<file path="config.mk">
export PLATFORM = sky130hd
export DESIGN_NAME = expr_emitter
export DESIGN_NICKNAME = d
export VERILOG_FILES = /design/src/rtl/expr_emitter.sv
export SDC_FILE = /design/constraint.sdc
export NUM_CORES = 1
export LEC_CHECK = 0
export CAP_MARGIN = 20
export CORE_UTILIZATION = 50
export CTS_CLUSTER_SIZE = 10
export DETAILED_ROUTE_END_ITERATION = 6
export GPL_ROUTABILITY_DRIVEN = 0
export PLACE_DENSITY_LB_ADDON = 0.05
export SETUP_SLACK_MARGIN = 0.5
export SKIP_LAST_GASP = 1
export SYNTH_ARGS = -nofsm -noshare
export SYNTH_HDL_FRONTEND = slang
export SYNTH_SLANG_ARGS = --single-unit
</file>
<file path="constraint.sdc">
create_clock -name clk -period 5.18 [get_ports clk]
set_clock_uncertainty 0.1 [all_clocks]
set_input_delay 1.554 -clock clk [delete_from_list [all_inputs] [get_ports clk]]
set_output_delay 1.554 -clock clk [all_outputs]
set_load 0.03 [all_outputs]
</file>
<file path="src/rtl/expr_emitter.sv">
// ---------------------------------------------------------------------------
// expr_emitter
//   Serialises a packed expression descriptor into a stream of 8-bit ASCII
//   characters of the form  digit (op digit)*  with op in {'+','*'}. At most
//   one parenthesised group may wrap a run of digits. The stream uses a
//   valid/ready handshake and can feed the expression recogniser directly or
//   through a FIFO.
//
// Ports
//   clk        in   1        rising-edge clock
//   clr        in   1        synchronous active-high reset (wins over start)
//   start      in   1        descriptor valid, sampled only while idle
//   cnt        in   CW       number of digits, 1..MAXN
//   digits     in   4*MAXN   digit i = digits[4i+3:4i], each 0..9
//   ops        in   MAXN-1   op i sits between digit i and digit i+1 (1='*')
//   par_en     in   1        emit one parenthesised group
//   par_lo     in   CW-1     index of first digit inside the group
//   par_hi     in   CW-1     index of last digit inside the group
//   out_valid  out  1        out_char is valid
//   out_char   out  8        ASCII character
//   out_ready  in   1        consumer accepts; transfer = out_valid & out_ready
//   busy       out  1        stream in progress (cycle after start .. done)
//   done       out  1        one-cycle pulse after the last transfer
//   err        out  1        one-cycle pulse: descriptor rejected
// ---------------------------------------------------------------------------
module expr_emitter #(
    parameter int         MAXN   = 8,
    parameter logic [7:0] ADD_CH = 8'h2B,
    parameter logic [7:0] MUL_CH = 8'h2A,
    localparam int        CW     = $clog2(MAXN) + 1
) (
    input  logic              clk,
    input  logic              clr,
    input  logic              start,
    input  logic [CW-1:0]     cnt,
    input  logic [4*MAXN-1:0] digits,
    input  logic [MAXN-2:0]   ops,
    input  logic              par_en,
    input  logic [CW-2:0]     par_lo,
    input  logic [CW-2:0]     par_hi,
    output logic              out_valid,
    output logic [7:0]        out_char,
    input  logic              out_ready,
    output logic              busy,
    output logic              done,
    output logic              err
);

    typedef enum logic [2:0] {
        S_IDLE  = 3'd0,
        S_OPEN  = 3'd1,
        S_DIG   = 3'd2,
        S_CLOSE = 3'd3,
        S_OP    = 3'd4,
        S_FIN   = 3'd5
    } state_t;

    // Control state
    state_t              state_q, state_d;
    logic [CW-2:0]       i_q, i_d;
    logic                err_q, err_d;

    // Latched descriptor (no reset needed: only read outside IDLE)
    logic [CW-1:0]       cnt_q, cnt_d;
    logic [4*MAXN-1:0]   digits_q, digits_d;
    logic [MAXN-1:0]     ops_q, ops_d;      // padded to MAXN so any i is in range
    logic                par_en_q, par_en_d;
    logic [CW-2:0]       lo_q, lo_d;
    logic [CW-2:0]       hi_q, hi_d;

    logic                bad_digit;
    logic                desc_ok;
    logic [3:0]          cur_dig;
    logic                more_left;
    logic [CW-2:0]       i_inc;
    logic                xfer;

    // Only digits below cnt are checked; unused digit slots may hold anything.
    always_comb begin
        bad_digit = 1'b0;
        for (int k = 0; k < MAXN; k++) begin
            if ((CW'(k) < cnt) && (digits[4*k +: 4] > 4'd9)) begin
                bad_digit = 1'b1;
            end
        end
    end

    assign desc_ok = (cnt != '0) && (cnt <= CW'(MAXN)) && !bad_digit &&
                     !(par_en && ((par_lo > par_hi) || ({1'b0, par_hi} >= cnt)));

    assign cur_dig   = digits_q[{i_q, 2'b00} +: 4];
    assign more_left = ({1'b0, i_q} + CW'(1)) < cnt_q;
    assign i_inc     = i_q + (CW-1)'(1);
    assign xfer      = out_valid & out_ready;

    always_comb begin
        state_d   = state_q;
        i_d       = i_q;
        err_d     = 1'b0;
        cnt_d     = cnt_q;
        digits_d  = digits_q;
        ops_d     = ops_q;
        par_en_d  = par_en_q;
        lo_d      = lo_q;
        hi_d      = hi_q;
        out_valid = 1'b0;
        out_char  = 8'h00;
        busy      = 1'b1;
        done      = 1'b0;

        unique case (state_q)
            S_IDLE: begin
                busy = 1'b0;
                if (start) begin
                    if (desc_ok) begin
                        cnt_d    = cnt;
                        digits_d = digits;
                        ops_d    = {1'b0, ops};
                        par_en_d = par_en;
                        lo_d     = par_lo;
                        hi_d     = par_hi;
                        i_d      = '0;
                        state_d  = (par_en && (par_lo == '0)) ? S_OPEN : S_DIG;
                    end else begin
                        err_d = 1'b1;
                    end
                end
            end
            S_OPEN: begin
                out_valid = 1'b1;
                out_char  = 8'h28;
                if (xfer) state_d = S_DIG;
            end
            S_DIG: begin
                out_valid = 1'b1;
                out_char  = 8'h30 + {4'h0, cur_dig};
                if (xfer) begin
                    if (par_en_q && (i_q == hi_q)) state_d = S_CLOSE;
                    else if (more_left)            state_d = S_OP;
                    else                           state_d = S_FIN;
                end
            end
            S_CLOSE: begin
                out_valid = 1'b1;
                out_char  = 8'h29;
                if (xfer) state_d = more_left ? S_OP : S_FIN;
            end
            S_OP: begin
                out_valid = 1'b1;
                out_char  = ops_q[i_q] ? MUL_CH : ADD_CH;
                if (xfer) begin
                    i_d     = i_inc;
                    // The group opens in front of the digit that follows this op.
                    state_d = (par_en_q && (i_inc == lo_q)) ? S_OPEN : S_DIG;
                end
            end
            S_FIN: begin
                done    = 1'b1;
                state_d = S_IDLE;
            end
            default: begin
                busy    = 1'b0;
                state_d = S_IDLE;
            end
        endcase
    end

    always_ff @(posedge clk) begin
        if (clr) begin
            state_q <= S_IDLE;
            i_q     <= '0;
            err_q   <= 1'b0;
        end else begin
            state_q <= state_d;
            i_q     <= i_d;
            err_q   <= err_d;
        end
    end

    always_ff @(posedge clk) begin
        cnt_q    <= cnt_d;
        digits_q <= digits_d;
        ops_q    <= ops_d;
        par_en_q <= par_en_d;
        lo_q     <= lo_d;
        hi_q     <= hi_d;
    end

    assign err = err_q;

endmodule
</file>
==> results of run 1 <==
[Yosys cell counts, types with 2 or more instances]
cell | count | area, sq um
dfxtp_1 | 7 | 140.1
xnor2_1 | 3 | 26.28
nand2b_1 | 4 | 25.02
o21ai_1 | 2 | 10.01
nand2_1 | 7 | 26.28
a21oi_1 | 6 | 30.03
inv_1 | 16 | 60.06
a211oi_1 | 3 | 22.52
mux2i_1 | 5 | 50.05
mux4_1 | 7 | 183.9
ha_1 | 10 | 125.1
nand4_1 | 2 | 12.51
mux4_2 | 2 | 45.04
edfxtp_1 | 50 | 1501
a31oi_1 | 3 | 18.77
nor2_1 | 13 | 48.80
o211ai_1 | 4 | 30.03
buf_2 | 2 | 10.01
clkbuf_1 | 2 | 7.510
xor2_1 | 4 | 35.03
buf_6 | 2 | 22.52
buf_4 | 5 | 37.54
a21oi_2 | 2 | 17.52
o21ai_0 | 10 | 50.05
nor3_1 | 8 | 40.04
nor2b_1 | 3 | 18.77
nand3_1 | 7 | 35.03
[tightest hold or removal path, cell delays in order (launching register included)]
cell	delay [ps]
dfxtp_2	470
nand2b_1	140
o21ai_1	50
[through the flow]
stage	std cells	instance area, sq um	total power [mW]	setup WS (ps)
floorplan	215	2864	0.6253	1078
global placement	340	3527	0.7050	823.5
detailed placement	340	3527	0.7064	797.2
CTS	356	3715	1.096	779.5
global route	356	3715	1.134	697.4
finish	356	3715	1.088	804.0
[path summary, 6_finish.rpt]
| path | slack (ps) | end | cells past startpoint |
|---|---|---|---|
| worst max-delay path | 800 | out_char[3] | 5 |
| worst min-delay path | 600 | i_q[0]$_SDFFE_PP0P_ | 2 |
| worst max register to register | 2710 | digits_q[22]$_DFFE_PP_ | 6 |
| worst min register to register | 600 | i_q[0]$_SDFFE_PP0P_ | 2 |
[what timing repair did]
item	CTS	global route
endpoints found under the setup margin	1	0
hold buffers	0	0
gates resized for setup	1	0
[power breakdown]
part / switching [mW] / total (mW) / internal, mW
combinational: 0.0865 / 0.172 / 0.0854
clock: 0.174 / 0.392 / 0.219
sequential: 0.0133 / 0.524 / 0.511
total: 0.273 / 1.09 / 0.815
[sequential cells by signal, indices dropped and copies added (netlist names)]
register / flops
cnt_q: 4
digits_q: 32
err: 1
hi_q: 3
i_q: 3
lo_q: 3
ops_q: 7
par_en_q: 1
state_q: 3
[final cells by class]
class                      instances  area (sq um)
fill                             435          1792
sequential                        57          1643
multi-input combinational        131          1085
timing repair buffer              64         650.6
clock buffer                      10         127.6
tap                               72         90.09
inverter                          16         60.06
clock inverter                     6         58.81
[layer usage]
metal	vias to the layer above	global-route usage, %	part of all wire, %	wire [microns]
met4	0	7.358	1.3	72
met1	899	29.71	48	2764
li1	956	-	-	-
met5	-	0	0	0
met2	67	31.15	45	2599
met3	8	5.412	5.3	302
[cell families (layout without fill, tap and decap cells)]
logic type,Yosys count,after routing
adders and majority gates,10,10
AOI/OAI and AO/OA,42,42
DFF,57,57
other,1,2
buffers and inverters,27,96
and+or+nand+nor,54,54
muxes,15,15
xor gates and xnor gates,8,8
==> results_dict.tcl, run 1 <==
set metrics [dict create \
    initial_core_util_pct 51.94 \
    htree_levels 3 \
    vias 1930 \
    drc 0 \
    cts.path.max_buffers 2 \
    clk_pin_slew_ps 60 \
    synthArstFlopShare_pct 0 \
    grt_use_total_pct 20.93 \
    cp_num_buf_inv 1 \
    crit_type "reg2out" \
    synth_top_family_by_area "simple AND/OR/NAND/NOR gates" \
    areaGrowthSynthToFinish_pct 29.88 \
    hpwl_microns 4238 \
    synthDistinctLibCells 52 \
    slowest_stage "dfxtp_2" \
    rows 27 \
    worstPathRequired_ps 3530 \
    wl_microns 5739 \
    grt_max_degree 36 \
    ctsRootBufferMaster "clkbuf_8" \
    first_global_vias 1828 \
    relSlewSlack_pct 54.43 \
    critical_path.max_stage_delay_ps 640 \
    dr.pass1.iters 4 \
    ys_ff_latch 57 \
    synth_edf_count 50 \
    p_leak_nw 1.303 \
    final_max_slew_viol_count 0 \
    drv_cap 0 \
    coreArea_sq_um 5507 \
    crit_family "multiplexers" \
    crit_fanout 18 \
    die_area_sq_um 6027 \
    synthMuxAreaShare_pct 10.15 \
    rsz0062_at_grt "false" \
    fp.dieW_microns 77.64 \
    post-route-period-util_pct 84.48 \
    cts_buffers 9 \
    first_iter_violations 150 \
    drive_gt1_share_pct 9.507 \
    overflow 0 \
    antenna_found_initial 0 \
    worst_setup_path_end_kind "output port" \
    clk-insertion-delay-late_ps 330 \
    setup_violations 0 \
    antenna_cells 0 \
    die_h_microns 77.64 \
    final_cell_mix "63 x clkdlybuf4s50_1, 50 x edfxtp_1, 15 x inv_1, 13 x nor2_1" \
    final.setup.tns_ps 0 \
    hp-class "reg2reg" \
    tightestPinTransition_ps 682.7 \
    final.min_clock_period_ps 4376 \
    netlist_instances 214 \
    detail_route.wl_per_cell_microns 16.12 \
    yosys_warnings 0 \
    synth_xor_area_share_pct 2.931 \
    ios 66 \
    grt_pass1_wl_microns 9183 \
    r2r-start "state_q[2]$_SDFFE_PP0P_" \
    avgSynthCellArea_sq_um 13.37 \
    synth_compound_area_share_pct 9.755 \
    netlist_area_sq_um 2860 \
    start_kind "flop" \
    max_freq_mhz 228.5 \
    outcome "completed" \
    crit_start "i_q[0]$_SDFFE_PP0P_" \
    synthFlopType "edfxtp_1" \
    synth-adder-area-share_pct 4.374 \
    cts_tree "built" \
    fin_util_pct 67.46 \
    postRouteAntennaNets 0 \
    hold_ws_ps 599.0 \
    vdd_drop_max_mv 0.1737 \
    final_common_cell "clkdlybuf4s50_1" \
    hold_violations 0 \
    crit_chain "mux4_1 > mux2_2 > a21oi_2 > o21ai_1 > clkdlybuf4s50_1" \
    nets 343 \
    synth_seq_area_share_pct 57.39 \
    power_density_nw_per_um2 292.9 \
    postCtsSetupRepairBufs 0 \
    portBuffers 63 \
    hp-start "i_q[0]$_SDFFE_PP0P_" \
    cp.arrival_ps 2720 \
    clock_sink_count 57 \
    vias_per_cell 5.421 \
    yosys.area_share.simple_pct 10.45 \
]
Power figures use the tool's default switching activity.
==> run 2: changes to the inputs <==
==> constraint.sdc (replaced) <==
create_clock -name clk -period 4.3 [get_ports clk]
set_clock_uncertainty 0.1 [all_clocks]
set_input_delay 1.29 -clock clk [delete_from_list [all_inputs] [get_ports clk]]
set_output_delay 1.29 -clock clk [all_outputs]
set_load 0.03 [all_outputs]
==> run 2 against run 1 <==
Net effect: critical path depth decreased by 2; combinational power increased by 19%; die area unchanged; hold slack improved by 32 ps; sequential power increased by 20%; wire length increased by 0.12%; largest cell class unchanged; design area about the same; core utilization about the same; clock-buffer cell count decreased by 1.
==> results_dict.tcl, run 2 (synthesis results as in run 1) <==
set metrics [dict create \
    r2r-start "i_q[1]$_SDFFE_PP0P_" \
    hpwl_microns 4359 \
    fin_ws_ps 672.9 \
    cp.arrival_ps 2240 \
    clock_sink_count 57 \
    first_iter_violations 94 \
    drc 0 \
    p_total_mw 1.239 \
    crit_fanout 10 \
    holdPathEnd "i_q[2]$_SDFFE_PP0P_" \
    drive_gt1_share_pct 11.54 \
    vdd_drop_max_mv 0.1976 \
    power_density_nw_per_um2 333.7 \
    slowest_stage "clkdlybuf4s50_1" \
    nets 346 \
    largest_register_ffs 32 \
    rsz0062_at_grt "false" \
    clk-insertion-delay-late_ps 320 \
    final.min_clock_period_ps 3627 \
    rows 27 \
    final_max_slew_viol_count 0 \
    first_global_vias 1775 \
    die_h_microns 77.64 \
    detail_route.wl_per_cell_microns 16.05 \
    final_common_cell "clkdlybuf4s50_1" \
    r2r_cells 8 \
    coreArea_sq_um 5507 \
    post-route-period-util_pct 84.35 \
    fp.dieW_microns 77.64 \
    hp-start "i_q[2]$_SDFFE_PP0P_" \
    cts_buffers 9 \
    top_register "digits_q" \
    pre_cts_slack_ps 458.3 \
    tightestPinTransition_ps 557.4 \
    vias_per_cell 5.427 \
    place_inst 343 \
    crit_type "reg2out" \
    grt_use_total_pct 20.58 \
    antenna_found_initial 0 \
    setup_violations 0 \
    drv_cap 0 \
    grt_max_degree 34 \
    wl_microns 5746 \
    worst_setup_path_end_kind "output port" \
    htree_levels 3 \
    hold_violations 0 \
    ctsRootBufferMaster "clkbuf_8" \
    ios 66 \
    stdcell_count 358 \
    initial_core_util_pct 51.94 \
    areaGrowthSynthToFinish_pct 29.83 \
    cts.path.max_buffers 2 \
    relSlewSlack_pct 62.79 \
    clk_pin_slew_ps 60 \
    stdcell_area_sq_um 3714 \
    crit_chain "nand2_1 > nor3_1 > clkdlybuf4s50_1" \
    overflow 0 \
    dr.pass1.iters 4 \
    start_kind "flop" \
    hold_ws_ps 630.7 \
    outcome "completed" \
    fillers 433 \
    die_area_sq_um 6027 \
    max_freq_mhz 275.7 \
    r2r_end "state_q[0]$_SDFFE_PP0P_" \
    largest_registers "digits_q: 32 flops, ops_q: 7 flops, cnt_q: 4 flops" \
    worstPathRequired_ps 2910 \
    fin_util_pct 67.44 \
    grt_pass1_wl_microns 9101 \
    r2r_slack_ps 1950 \
    critical_path.max_stage_delay_ps 700 \
    portBuffers 63 \
    min_path_cells 2 \
    final.setup.tns_ps 0 \
    vias 1943 \
    place_area_sq_um 3553 \
    p_leak_nw 1.323 \
    final_cell_mix "60 x clkdlybuf4s50_1, 50 x edfxtp_1, 15 x inv_1, 13 x nor2_1" \
    cts_hold_buf 0 \
    postRouteAntennaNets 0 \
    cts_tree "built" \
    antenna_cells 0 \
    hp-class "reg2reg" \
]
-- run 2: timing repair --
action / in CTS / in global routing
setup buffers: 0 / 0
endpoints found under the setup margin: 4 / 0
gates resized for setup: 5 / 0
-- run 2: cell type report --
cell class / count / area (sq um) / share of cell area (%)
flip-flops and latches: 57 / 1645 / 44.31
well taps: 72 / 90.09 / 2.426
clock inverters: 6 / 36.28 / 0.9771
inverters: 16 / 63.81 / 1.718
multi-input cells: 131 / 1085 / 29.21
repair buffers: 67 / 669.4 / 18.03
clock buffers: 9 / 123.9 / 3.336
-- run 2: worst max-delay path, delay by kind of cell, from the launching register on --
| kind | cells | cell delay (ps) |
|---|---|---|
| and+or+nand+nor | 2 | 550 |
| DFF | 1 | 660 |
| buffers and inverters | 1 | 700 |
-- run 2: worst max-delay path by stage --
stage	startpoint	end	slack [ps]	depth (start not counted)
2_1_floorplan	par_hi[2]	cnt_q[0]$_DFFE_PP_	900	7
3_3_place_gp	cnt[0]	ops_q[2]$_DFFE_PP_	480	8
3_5_place_dp	par_hi[2]	ops_q[3]$_DFFE_PP_	460	9
4_1_cts	i_q[1]$_SDFFE_PP0P_	out_char[2]	630	4
5_1_grt	state_q[1]$_SDFFE_PP0P_	out_char[2]	570	3
6_report	state_q[1]$_SDFFE_PP0P_	out_char[2]	670	3
-- run 2: layer usage --
metal | vias to the layer above | share of wire [%] | track usage (%)
li1 | 963 | - | -
met1 | 911 | 46 | 29.72
met2 | 62 | 47 | 30.35
met3 | 7 | 5.4 | 4.118
met4 | 0 | 1.2 | 8.491
met5 | - | 0 | 0
-- run 2: power breakdown --
part | switching, mW | internal (mW) | leakage [nW] | total, mW
Clock | 0.202 | 0.202 | 0.0846 | 0.404
Combinational | 0.104 | 0.101 | 0.730 | 0.205
Sequential | 0.0159 | 0.615 | 0.508 | 0.631
==> run 3: changes to the inputs <==
==> constraint.sdc (replaced) <==
create_clock -name clk -period 3.6 [get_ports clk]
set_clock_uncertainty 0.1 [all_clocks]
set_input_delay 1.08 -clock clk [delete_from_list [all_inputs] [get_ports clk]]
set_output_delay 1.08 -clock clk [all_outputs]
set_load 0.03 [all_outputs]
==> run 3 against run 2 <==
Net effect: design area increased by 9.5%; hold slack got worse by 50 ps; global-route usage increased by 1.9 points; combinational power increased by 39%; first-iteration DRC count increased by 22%; critical endpoint is now out_char[3]; largest cell class unchanged.
==> results_dict.tcl, run 3 (synthesis results as in run 1) <==
set metrics [dict create \
    die_area_sq_um 6027 \
    detail_route.wl_per_cell_microns 17.29 \
    drv_cap 0 \
    die_h_microns 77.64 \
    crit_chain "buf_12 > mux4_2 > mux2_4 > a21oi_2 > o21ai_1 > buf_4" \
    max_freq_mhz 314.2 \
    worstPathRequired_ps 2420 \
    vias 2079 \
    postRouteAntennaNets 0 \
    p_leak_nw 1.486 \
    htree_levels 3 \
    critical_path.max_stage_delay_ps 520 \
    outcome "completed" \
    clk-insertion-delay-late_ps 330 \
    portBuffers 63 \
    comb_power_share_pct 17.8 \
    dr.pass1.iters 4 \
    top_register "digits_q" \
    hold_violations 0 \
    final_common_cell "clkdlybuf4s50_1" \
    r2r_cells 8 \
    r2r_slack_ps 1440 \
    grt_use_total_pct 22.53 \
    overflow 0 \
    ios 66 \
    fin_util_pct 73.87 \
    crit_type "reg2out" \
    first_iter_violations 115 \
    final.min_clock_period_ps 3183 \
    crit_end "out_char[3]" \
    final_cell_mix "54 x clkdlybuf4s50_1, 50 x edfxtp_1, 19 x buf_4, 14 x inv_1, 12 x nor2_1" \
    p_switching_uw 401.4 \
    r2r_end "state_q[0]$_SDFFE_PP0P_" \
    clock_sink_count 57 \
    path_depth 6 \
    power.share.clock_pct 35.1 \
    intPower_mw 1.189 \
    r2r-start "i_q[0]$_SDFFE_PP0P_" \
    cts_tree "built" \
    ctsRootBufferMaster "clkbuf_8" \
    power_density_nw_per_um2 391.0 \
    first_global_vias 2021 \
    drc 0 \
    clk_pin_slew_ps 60 \
    cts.path.max_buffers 2 \
    crit_fanout 6 \
    switching_share_pct 25.24 \
    slowest_stage "mux4_2" \
    post-route-period-util_pct 88.42 \
    final.setup.tns_ps 0 \
    hp-start "state_q[1]$_SDFFE_PP0P_" \
    rows 27 \
    hp-class "reg2reg" \
    hpwl_microns 4543 \
    cp.arrival_ps 2000 \
    initial_core_util_pct 51.94 \
    drive_gt1_share_pct 24.03 \
    antenna_found_initial 0 \
    rsz0062_at_grt "true" \
    hold_ws_ps 580.9 \
    power_frac_seq_pct 47.1 \
    crit_start "i_q[0]$_SDFFE_PP0P_" \
    fp.dieW_microns 77.64 \
    cp_num_buf_inv 2 \
    final_max_slew_viol_count 0 \
    coreArea_sq_um 5507 \
    cts_buffers 9 \
    largest_registers "digits_q: 32 flops, ops_q: 7 flops, cnt_q: 4 flops" \
    wl_microns 6571 \
    vias_per_cell 5.471 \
    worst_setup_path_end_kind "output port" \
    largest_register_ffs 32 \
    crit_family "multiplexers" \
    grt_pass1_wl_microns 9922 \
    vdd_drop_max_mv 0.2392 \
    grt_max_degree 21 \
    nets 368 \
    antenna_cells 0 \
    start_kind "flop" \
    setup_violations 0 \
    areaGrowthSynthToFinish_pct 42.21 \
]
[run 3: cell types whose count changed in the layout (fill, tap and decap cells not counted), moves of 2 or more]
cell / before / now
a211oi_1: 3 / 1
a211oi_2: 0 / 2
buf_12: 1 / 5
buf_4: 3 / 19
clkbuf_16: 0 / 4
clkdlybuf4s50_1: 60 / 54
clkinv_2: 4 / 2
dfxtp_1: 6 / 3
dfxtp_2: 0 / 3
dlymetal6s2s_1: 0 / 3
mux4_1: 7 / 0
mux4_2: 2 / 9
[run 3: worst min-delay path by stage]
stage / endpoint / slack [ps] / depth (start not counted)
floorplan: err$_SDFF_PP0_ / 500 / 3
global placement: i_q[0]$_SDFFE_PP0P_ / 550 / 3
detailed placement: i_q[0]$_SDFFE_PP0P_ / 590 / 3
CTS: state_q[1]$_SDFFE_PP0P_ / 600 / 2
global route: state_q[1]$_SDFFE_PP0P_ / 630 / 2
finish: state_q[1]$_SDFFE_PP0P_ / 580 / 2
[run 3: area by class of cell]
cell class,instances,area [sq um]
clock buffer,9,123.9
sequential,57,1649
multi-input combinational,131,1102
timing repair buffer,89,970.9
inverter,16,71.32
fill,363,1439
clock inverter,6,60.06
tap,72,90.09
[run 3: per-stage QoR]
stage                     cells  worst slack, ps  power [mW]  cell area, sq um
after floorplan             215            500.3      0.9033              2897
after global placement      353            147.5       1.027              3695
after detailed placement    353            67.18       1.032              3695
after CTS                   371            392.5       1.584              3899
after global routing        380            337.9       1.654              4068
final                       380            417.0       1.590              4068
[run 3: worst min-delay path: stages (launching register included)]
cell and delay [ps]:
dfxtp_1 310, nand2_1 210, o31ai_1 100
[run 3: layer usage]
| metal | global-route usage [%] | vias up | wire length (microns) |
|---|---|---|---|
| li1 | - | 997 | - |
| met1 | 29.83 | 999 | 2870 |
| met2 | 36.02 | 79 | 3257 |
| met3 | 6.471 | 4 | 398 |
| met4 | 6.792 | 0 | 44 |
| met5 | 0 | - | 0 |
[run 3: power groups by stage]
stage / clock network (mW) / registers [mW] / logic, mW
4_1_cts: 0.566 / 0.749 / 0.269
2_1_floorplan: 0 / 0.755 / 0.148
3_5_place_dp: 0 / 0.762 / 0.269
3_3_place_gp: 0 / 0.762 / 0.265
5_1_grt: 0.597 / 0.751 / 0.306
6_report: 0.558 / 0.749 / 0.284
[run 3: timing repair]
action                                  in CTS  in global routing
endpoints found under the hold margin        0                  0
cloned                                       1                  4
gates resized for setup                     37                 10
pin swaps                                    5                  7
endpoints found under the setup margin      58                 55
buffers inserted                             2                  5
hold buffers                                 0                  0
